==> src/rtl/clock_set_ctrl_if.sv <==
// Signal bundle between the clock-set controller and the
// time counters, buttons and tick generators around it.
interface clock_set_ctrl_if;
   logic       TICK_1HZ;
   logic       TICK_FAST;
   logic       BTN_MODE;
   logic       BTN_INC;
   logic       SecMax;
   logic       MinMax;
   logic       EN_Sec;
   logic       EN_Min;
   logic       EN_Hr;
   logic       nCR_Sec;
   logic [1:0] Mode;
   logic       Blink;

   modport master (
      output TICK_1HZ, TICK_FAST, BTN_MODE, BTN_INC, SecMax, MinMax,
      input  EN_Sec, EN_Min, EN_Hr, nCR_Sec, Mode, Blink
   );

   modport slave (
      input  TICK_1HZ, TICK_FAST, BTN_MODE, BTN_INC, SecMax, MinMax,
      output EN_Sec, EN_Min, EN_Hr, nCR_Sec, Mode, Blink
   );
endinterface

==> src/rtl/clock_set_ctrl.sv <==
// Run/set-hour/set-minute controller for a 24h clock:
// count enables, auto-repeat, set timeout and field blink.
module clock_set_ctrl #(
   parameter int RPT_DLY   = 4,
   parameter int TIMEOUT   = 30,
   parameter int BLINK_DIV = 4
) (
   input logic             CP,
   input logic             CR,
   clock_set_ctrl_if.slave bus
);

   localparam logic [3:0] RPT_LIM = 4'(RPT_DLY);
   localparam logic [5:0] TO_LAST = 6'(TIMEOUT - 1);
   localparam logic [3:0] BL_LAST = 4'(BLINK_DIV - 1);

   typedef enum logic [1:0] {
      RUN     = 2'b00,
      SET_HR  = 2'b01,
      SET_MIN = 2'b10,
      ILLEGAL = 2'b11
   } state_t;

   state_t     state;
   state_t     nxt;

   logic       mode_q;
   logic       inc_q;
   logic [3:0] rpt_cnt;
   logic [5:0] to_cnt;
   logic [3:0] bl_cnt;
   logic       phase;

   logic       en_sec;
   logic       en_min;
   logic       en_hr;
   logic       ncr_sec;
   logic       blink;

   logic       mode_edge;
   logic       inc_edge;
   logic       in_set;
   logic       timeout;
   logic       rpt_step;
   logic       inc_step;
   logic       bl_wrap;
   logic       ph_nxt;
   logic       leave_min;
   logic       tick_run;

   always_comb begin
      mode_edge = bus.BTN_MODE & ~mode_q;
      inc_edge  = bus.BTN_INC & ~inc_q;
      in_set    = (state == SET_HR) || (state == SET_MIN);
      timeout   = in_set && bus.TICK_1HZ
                  && (to_cnt == TO_LAST);
      rpt_step  = bus.BTN_INC && !inc_edge
                  && bus.TICK_FAST
                  && (rpt_cnt == RPT_LIM);
      // a mode change or timeout swallows a coincident INC step
      inc_step  = in_set && (inc_edge || rpt_step)
                  && !mode_edge && !timeout;
      bl_wrap   = bus.TICK_FAST && (bl_cnt == BL_LAST);
      ph_nxt    = bl_wrap ? ~phase : phase;
      tick_run  = (state == RUN) && bus.TICK_1HZ;

      nxt = state;
      unique case (state)
         RUN: begin
            if (mode_edge) nxt = SET_HR;
         end
         SET_HR: begin
            if (timeout)        nxt = RUN;
            else if (mode_edge) nxt = SET_MIN;
         end
         SET_MIN: begin
            if (timeout || mode_edge) nxt = RUN;
         end
         ILLEGAL: begin
            nxt = RUN;
         end
      endcase

      leave_min = (state == SET_MIN) && (nxt == RUN);
   end

   always_ff @(posedge CP or posedge CR) begin
      if (CR) begin
         state   <= RUN;
         mode_q  <= 1'b0;
         inc_q   <= 1'b0;
         rpt_cnt <= '0;
         to_cnt  <= '0;
         bl_cnt  <= '0;
         phase   <= 1'b1;
         en_sec  <= 1'b0;
         en_min  <= 1'b0;
         en_hr   <= 1'b0;
         ncr_sec <= 1'b1;
         blink   <= 1'b1;
      end else begin
         state  <= nxt;
         mode_q <= bus.BTN_MODE;
         inc_q  <= bus.BTN_INC;

         if (inc_edge || !bus.BTN_INC)
            rpt_cnt <= '0;
         else if (bus.TICK_FAST && (rpt_cnt != RPT_LIM))
            rpt_cnt <= rpt_cnt + 4'd1;

         if ((nxt == RUN) || (nxt != state)
             || mode_edge || inc_edge)
            to_cnt <= '0;
         else if (bus.TICK_1HZ)
            to_cnt <= to_cnt + 6'd1;

         en_sec <= tick_run;
         en_min <= (tick_run && bus.SecMax)
                   || ((state == SET_MIN) && inc_step);
         en_hr  <= (tick_run && bus.SecMax && bus.MinMax)
                   || ((state == SET_HR) && inc_step);

         ncr_sec <= ~leave_min;

         // each set-mode entry restarts the blink phase visible
         if ((nxt == RUN) || (nxt != state)) begin
            bl_cnt <= '0;
            phase  <= 1'b1;
            blink  <= 1'b1;
         end else begin
            phase  <= ph_nxt;
            blink  <= inc_step | ph_nxt;
            if (bl_wrap)
               bl_cnt <= '0;
            else if (bus.TICK_FAST)
               bl_cnt <= bl_cnt + 4'd1;
         end
      end
   end

   assign bus.EN_Sec  = en_sec;
   assign bus.EN_Min  = en_min;
   assign bus.EN_Hr   = en_hr;
   assign bus.nCR_Sec = ncr_sec;
   assign bus.Mode    = state;
   assign bus.Blink   = blink;

endmodule

==> src/flat_wrapper.sv <==
// flat-port wrapper written by rule: the top's interface ports become plain ports
module clock_set_ctrl_flat 
#(
   parameter int RPT_DLY   = 4,
   parameter int TIMEOUT   = 30,
   parameter int BLINK_DIV = 4
)
  (CP, CR, bus_TICK_1HZ, bus_TICK_FAST, bus_BTN_MODE, bus_BTN_INC, bus_SecMax, bus_MinMax, bus_EN_Sec, bus_EN_Min, bus_EN_Hr, bus_nCR_Sec, bus_Mode, bus_Blink);
  clock_set_ctrl_if bus_i ();
  input logic CP;
  input logic CR;
  input wire logic [$bits(bus_i.TICK_1HZ)-1:0] bus_TICK_1HZ;
  input wire logic [$bits(bus_i.TICK_FAST)-1:0] bus_TICK_FAST;
  input wire logic [$bits(bus_i.BTN_MODE)-1:0] bus_BTN_MODE;
  input wire logic [$bits(bus_i.BTN_INC)-1:0] bus_BTN_INC;
  input wire logic [$bits(bus_i.SecMax)-1:0] bus_SecMax;
  input wire logic [$bits(bus_i.MinMax)-1:0] bus_MinMax;
  output wire logic [$bits(bus_i.EN_Sec)-1:0] bus_EN_Sec;
  output wire logic [$bits(bus_i.EN_Min)-1:0] bus_EN_Min;
  output wire logic [$bits(bus_i.EN_Hr)-1:0] bus_EN_Hr;
  output wire logic [$bits(bus_i.nCR_Sec)-1:0] bus_nCR_Sec;
  output wire logic [$bits(bus_i.Mode)-1:0] bus_Mode;
  output wire logic [$bits(bus_i.Blink)-1:0] bus_Blink;
  assign bus_i.TICK_1HZ = bus_TICK_1HZ;
  assign bus_i.TICK_FAST = bus_TICK_FAST;
  assign bus_i.BTN_MODE = bus_BTN_MODE;
  assign bus_i.BTN_INC = bus_BTN_INC;
  assign bus_i.SecMax = bus_SecMax;
  assign bus_i.MinMax = bus_MinMax;
  assign bus_EN_Sec = bus_i.EN_Sec;
  assign bus_EN_Min = bus_i.EN_Min;
  assign bus_EN_Hr = bus_i.EN_Hr;
  assign bus_nCR_Sec = bus_i.nCR_Sec;
  assign bus_Mode = bus_i.Mode;
  assign bus_Blink = bus_i.Blink;
  clock_set_ctrl #(.RPT_DLY(RPT_DLY), .TIMEOUT(TIMEOUT), .BLINK_DIV(BLINK_DIV)) u_core (.CP(CP), .CR(CR), .bus(bus_i));
endmodule
==> config.mk <==
export PLATFORM = sky130hd
export DESIGN_NAME = clock_set_ctrl_flat
export DESIGN_NICKNAME = d
export VERILOG_FILES = /design/src/rtl/clock_set_ctrl_if.sv /design/src/rtl/clock_set_ctrl.sv /design/src/flat_wrapper.sv
export SDC_FILE = /design/constraint.sdc
export NUM_CORES = 1
export LEC_CHECK = 0
export ABC_CLOCK_PERIOD_IN_PS = 2300
export CAP_MARGIN = 15
export CORE_MARGIN = 2
export CORE_UTILIZATION = 57
export CTS_BUF_LIST = sky130_fd_sc_hd__clkbuf_8
export DETAILED_ROUTE_END_ITERATION = 10
export GPL_ROUTABILITY_DRIVEN = 0
export PLACE_DENSITY = 0.92
export SYNTH_ARGS = -nofsm -noshare
export SYNTH_HDL_FRONTEND = slang
export SYNTH_SLANG_ARGS = --single-unit
==> constraint.sdc <==
create_clock -name CP -period 2.3 [get_ports CP]
set_input_delay 0.575 -clock CP [delete_from_list [all_inputs] [get_ports CP]]
set_output_delay 0.575 -clock CP [all_outputs]
set_load 0.01 [all_outputs]
# Yosys cells after proc, flatten, opt, wreduce, memory -nomap -nowiden
# Cells that the tools add are included.
dict set report word_totals {
  ff_bits 24
  output_inout_bits 7
  mem_bits_ro 0
  ram_bits 0
  mem_count 0
  word_cells 79
  input_bits 8
  latch_bits 0
}
dict set report classes {
  n_mux 15
  n_div 0
  mul 0
  bitwise 7
  reduce_logical 34
  n_addsub 3
  eq_ne 8
  n_lt_le_gt_ge 0
  n_shift 0
}
# cell n
set ops {}
lappend ops {{4-bit two-way mux} 5}
lappend ops {{1-bit logical AND} 16}
lappend ops {{6-bit two-way mux} 2}
lappend ops {{1-bit logical OR} 9}
lappend ops {{4-bit by 1-bit adder with 4-bit output, second input constant} 2}
lappend ops {{2-bit two-way mux} 4}
lappend ops {{2-bit one-hot mux with 4 select lines} 1}
lappend ops {{6-bit by 1-bit adder with 6-bit output, second input constant} 1}
lappend ops {{6-bit by 5-bit equality test with 1-bit output, second input constant} 1}
lappend ops {{2-bit equality test, second input constant} 2}
lappend ops {{4-bit by 2-bit equality test with 1-bit output, second input constant} 1}
lappend ops {{4-bit by 3-bit equality test with 1-bit output, second input constant} 1}
lappend ops {{1-bit zero test} 4}
lappend ops {{2-bit zero test} 2}
lappend ops {{4-bit by 3-bit != test with 1-bit output, second input constant} 1}
lappend ops {{1-bit inverter} 4}
lappend ops {{2-bit nonzero test} 2}
lappend ops {{1-bit two-way mux} 3}
lappend ops {{3-bit nonzero test} 1}
lappend ops {{1-bit AND} 2}
lappend ops {{2-bit by 1-bit equality test with 1-bit output, second input constant} 1}
lappend ops {{2-bit != test} 1}
lappend ops {{1-bit bitwise OR} 1}

# Depth between registers and ports, before layout
dict set report depth {
  depth_word 12
  mapped_depth 8
}

# Least setup slack after synthesis
# Ideal clock, no wire load.
dict set report synth_path {
  path_kind {register -> register}
  from {register u_core.state[0], in the netlist u_core.bus.Mode[0]}
  to {register u_core.blink, in the netlist u_core.bus.Blink}
  path_slack_ps 258
  period_less_slack_ps 2042
  t_arrival_ps 1949
  stages_incl_launch_ff 8
  setup_time_ps 94
  required_ps 2206
  path_cell_list {dfrtp_1 -> inv_1 -> ha_1 -> and4b_1 -> nand4_1 -> o211ai_1 -> o2bb2ai_1 -> or4_4}
}
dict set report synth_via {
  elab_chain_cells 10
  elab_cells_between_ends 22
  classes_between {4 x eq/ne; 6 x mux; 1 x bitwise; 11 x reduce/logical}
}
# element line
set synth_rtl {}
lappend synth_rtl {{start, declared} clock_set_ctrl.sv:24} ;# state_t state;
lappend synth_rtl {{start signal, assigned} clock_set_ctrl.sv:102} ;# state <= nxt;
lappend synth_rtl {{2-bit by 1-bit equality test with 1-bit output or 2-bit equality test (tied branches)} {clock_set_ctrl.sv:54, clock_set_ctrl.sv:68}}
lappend synth_rtl {{1-bit logical OR} clock_set_ctrl.sv:54} ;# in_set = (state == SET_HR) || (state == SET_MIN);
lappend synth_rtl {{1-bit logical AND} clock_set_ctrl.sv:55} ;# timeout = in_set && bus.TICK_1HZ
lappend synth_rtl {{1-bit logical AND} clock_set_ctrl.sv:56} ;# && (to_cnt == TO_LAST);
lappend synth_rtl {{1-bit logical OR} clock_set_ctrl.sv:77} ;# if (timeout || mode_edge) nxt = RUN;
lappend synth_rtl {{2-bit two-way mux} clock_set_ctrl.sv:77}
lappend synth_rtl {{2-bit one-hot mux with 4 select lines} clock_set_ctrl.sv:68} ;# unique case (state)
lappend synth_rtl {{2-bit != test or 2-bit zero test (tied branches)} clock_set_ctrl.sv:126} ;# if ((nxt == RUN) || (nxt != state)) begin
lappend synth_rtl {{1-bit logical OR} clock_set_ctrl.sv:126}
lappend synth_rtl {{1-bit two-way mux *} clock_set_ctrl.sv:126}
lappend synth_rtl {{end signal, assigned} clock_set_ctrl.sv:132} ;# blink <= inc_step | ph_nxt;
lappend synth_rtl {{end, declared} clock_set_ctrl.sv:38} ;# logic blink;
# Every way passes the cells marked *; elsewhere a longest branch is shown, timed or not.
# A chain may end at the register's enable or synchronous reset.

# Worst setup path after layout
dict set report layout_path {
  from {register u_core.state[0], in the netlist u_core.bus.Mode[0]}
  to {register u_core.phase}
}
dict set report layout_via {
  elab_chain_cells 10
  elab_cells_between_ends 17
  classes_between {4 x eq/ne; 6 x mux; 7 x reduce/logical}
}
# element line
set layout_rtl {}
lappend layout_rtl {{2-bit by 1-bit equality test with 1-bit output or 2-bit equality test (tied branches)} {clock_set_ctrl.sv:54, clock_set_ctrl.sv:68}}
lappend layout_rtl {{1-bit logical OR} clock_set_ctrl.sv:54}
lappend layout_rtl {{1-bit logical AND} clock_set_ctrl.sv:55}
lappend layout_rtl {{1-bit logical AND} clock_set_ctrl.sv:56}
lappend layout_rtl {{1-bit logical OR} clock_set_ctrl.sv:77}
lappend layout_rtl {{2-bit two-way mux} clock_set_ctrl.sv:77}
lappend layout_rtl {{2-bit one-hot mux with 4 select lines} clock_set_ctrl.sv:68}
lappend layout_rtl {{2-bit != test or 2-bit zero test (tied branches)} clock_set_ctrl.sv:126}
lappend layout_rtl {{1-bit logical OR *} clock_set_ctrl.sv:126}
lappend layout_rtl {{1-bit two-way mux *} clock_set_ctrl.sv:126}
lappend layout_rtl {{end signal, assigned} clock_set_ctrl.sv:131} ;# phase <= ph_nxt;
lappend layout_rtl {{end, declared} clock_set_ctrl.sv:32} ;# logic phase;
# Marked as above.

==> metrics <==
status finished, final reports clean; worst path required time roughly 2.5 ns; Cells after DPL 161; worst hold path endpoint u_core.rpt_cnt[3]; min Tclk post-route approximately 2.1 ns; Hold Path Class register to register; DR DRC count 0; Fin. Hold Viols 0; Worst Skew between 0.002 and 0.003 ns; Yosys reg bits 24; area leader, netlist dfrtp_1; post-cts resize count 0; sequential fraction of the synthesis area about half; synth unique cells 36; reg2reg end u_core.phase; Hold Crit Start u_core.rpt_cnt[3]; grt total ovfl 0; Yosys top cell area share a little over two fifths; RSZ-0062 raised after global routing false; layout net count 156; GRT Total Usage 22.6%; DRT Pass-1 Iters 4; remaining antenna violation count 0; setup TNS 0 ns; H-tree levels 1; worst setup margin 0.214 ns; maximum VDD drop 0.000603 V; die height 50.5 um; top cells by area, synth dfrtp_1 43%, ha_1 9.2%, dfstp_2 6.4%; I/O Pins 15; Starting Density 61.4%; DP Worst Slack 0.0132 ns; Worst setup EP type register; clock sink count 24; r2r startpoint u_core.bus.Mode[0]; share of layout cells above drive strength 1 approximately 12%; die area 2550 sq um; antenna violations before repair 0; Post-CTS Setup Bufs 0; # rows 16; Die Wd 50.5 um; Finish-stage setup viols 0; Layout Cells excl Fill around 170; Synth Flop Type dfrtp_1; CTS tree done; Routed Wire Length ~2500 um; WHS Path Cells 2; first-pass GRT wire length 4280 um; PD cells 872 nW/um^2; Mapped Area 1230 sq um; CP Launch Type register; DR WL/cell 14.9 um; area grow syn2layout 21.0%; Ys Warns 0; Async SR Flop Fraction 100%; Via density about 5.7; IO Port Bufs 14; Slew HR a little over 50%; Clock Latency Late Sink 0.27 ns; via count 939; clk root buf clkbuf_8; Crit Path Class register to register; largest net degree at the start of global routing 25; max_cap viols 0; internal reg-to-reg setup slack 0.21 ns; Worst-path clk slew 0.08 ns; Ant. Diodes 0; Synth Area per Inst 10.5 sq um; r2r worst-path depth 8; fin crit share 90.7%; hold_buf cts 0; crit path max fanout 11; slew at the pin with the worst max-slew slack roughly 0.73 ns; 1st-iter DRT viols 15; Mapped Cells between 100 and 150; Core Region 2000 sq um; synthesized net count 134; clk buf depth 2; Leak 0.658 nW; Data arrival, critical path 2.28 ns; Max Clk Rate roughly 0.48 GHz; DP HPWL 1810 um; Post-synth EDFFs 0; Num CTS Buffers 3; vias in the first global route 960; fin. max-slew vios 0; Final Core Density 74.3%
## per-stage QoR
| stage | power (mW) | instance area, sq um | hold WS, ns |
|---|---|---|---|
| 4_1_cts | 1.30 | 1490 | 0.561 |
| 2_1_floorplan | 0.821 | 1230 | 0.501 |
| 5_1_grt | 1.39 | 1490 | 0.583 |
| 3_3_place_gp | 0.995 | 1430 | 0.531 |
| 6_report | 1.30 | 1490 | 0.566 |
| 3_5_place_dp | 1.02 | 1430 | 0.542 |
## cell usage in the layout (no fill, tap or decap), types with 2 or more instances in the layout
cell type        Yosys  layout
a21oi_1              4       4
a22o_1               3       3
buf_4                1       6
clkbuf_8             0       4
clkdlybuf4s50_1      0      14
dfrtp_1             21      21
dfstp_2              3       3
ha_1                 9       9
inv_1                9       9
nand2_1              7       7
nand3_1              3       3
nand3b_1             2       2
nand4_1              4       4
nor2_1               9       9
nor3_1              10      10
o21ai_0              2       2
xnor2_1              3       3
xor2_1               7       7
## registers in the layout (all words and copies together) (netlist names)
name                flops
u_core.inc_q            1
u_core.bus.EN_Sec       1
u_core.bus.EN_Min       1
u_core.bus.Blink        1
u_core.rpt_cnt          4
u_core.bus.Mode         2
u_core.bl_cnt           4
u_core.mode_q           1
u_core.phase            1
u_core.bus.nCR_Sec      1
u_core.bus.EN_Hr        1
u_core.to_cnt           6
## where the power goes
part | switching [mW] | total [mW] | leakage [nW] | internal (mW)
Combinational | 0.271 | 0.495 | 0.316 | 0.225
Clock | 0.131 | 0.283 | 0.0288 | 0.153
Sequential | 0.0364 | 0.518 | 0.314 | 0.482
## layout make-up
class	count	area, sq um
multi-input combinational	81	576
clock buffer	4	55.1
sequential	24	604
tap	27	33.8
inverter	9	33.8
fill	138	514
timing repair buffer	20	185
## critical path, stage by stage (launching register included)
cell	delay, ns
dfrtp_1	0.38
inv_1	0.14
ha_1	0.27
and4b_1	0.21
nand4_1	0.13
o211ai_1	0.14
o2bb2ai_1	0.17
buf_4	0.19
or3_1	0.38
## worst max path at each step
stage / end / start / cells past startpoint / slack, ns
CTS: u_core.phase / u_core.bus.Mode[0] / 8 / 0.22
floorplan: u_core.bus.Blink / u_core.bus.Mode[0] / 7 / 0.26
detailed placement: u_core.bus.Blink / bus_TICK_1HZ / 6 / 0.01
global route: u_core.to_cnt[1] / u_core.bus.Mode[1] / 8 / 0.10
finish: u_core.phase / u_core.bus.Mode[0] / 8 / 0.21
global placement: u_core.bus.Blink / bus_TICK_1HZ / 6 / 0.03
## Yosys cell counts, types with 2 or more instances
| library cell | number |
|---|---|
| dfrtp_1 | 21 |
| nor3_1 | 10 |
| ha_1 | 9 |
| inv_1 | 9 |
| nor2_1 | 9 |
| nand2_1 | 7 |
| xor2_1 | 7 |
| a21oi_1 | 4 |
| nand4_1 | 4 |
| a22o_1 | 3 |
| dfstp_2 | 3 |
| nand3_1 | 3 |
| xnor2_1 | 3 |
| nand3b_1 | 2 |
| o21ai_0 | 2 |
## cell families (layout without fill, tap and decap cells)
kind of cell | count (synthesis) | count (layout) | share of synthesized area, %
AND/OR/NAND/NOR | 44 | 44 | 19.4
multiplexers | 1 | 1 | 0.814
AO/OA/AOI/OAI | 17 | 17 | 10.3
buffers and inverters | 12 | 33 | 4.07
adder cells (fa/ha/maj) | 9 | 9 | 9.16
flip-flops | 24 | 24 | 49.1
XOR/XNOR | 10 | 10 | 7.12
## metal layers
metal,up-vias,GRT usage [%],part of all wire (%)
met5,-,0,0
met4,0,4.95,0.73
met3,5,6.85,3.5
met2,15,39.3,53
met1,471,27.6,43
li1,448,-,-
No activity file was read; power rests on OpenSTA's default activity.
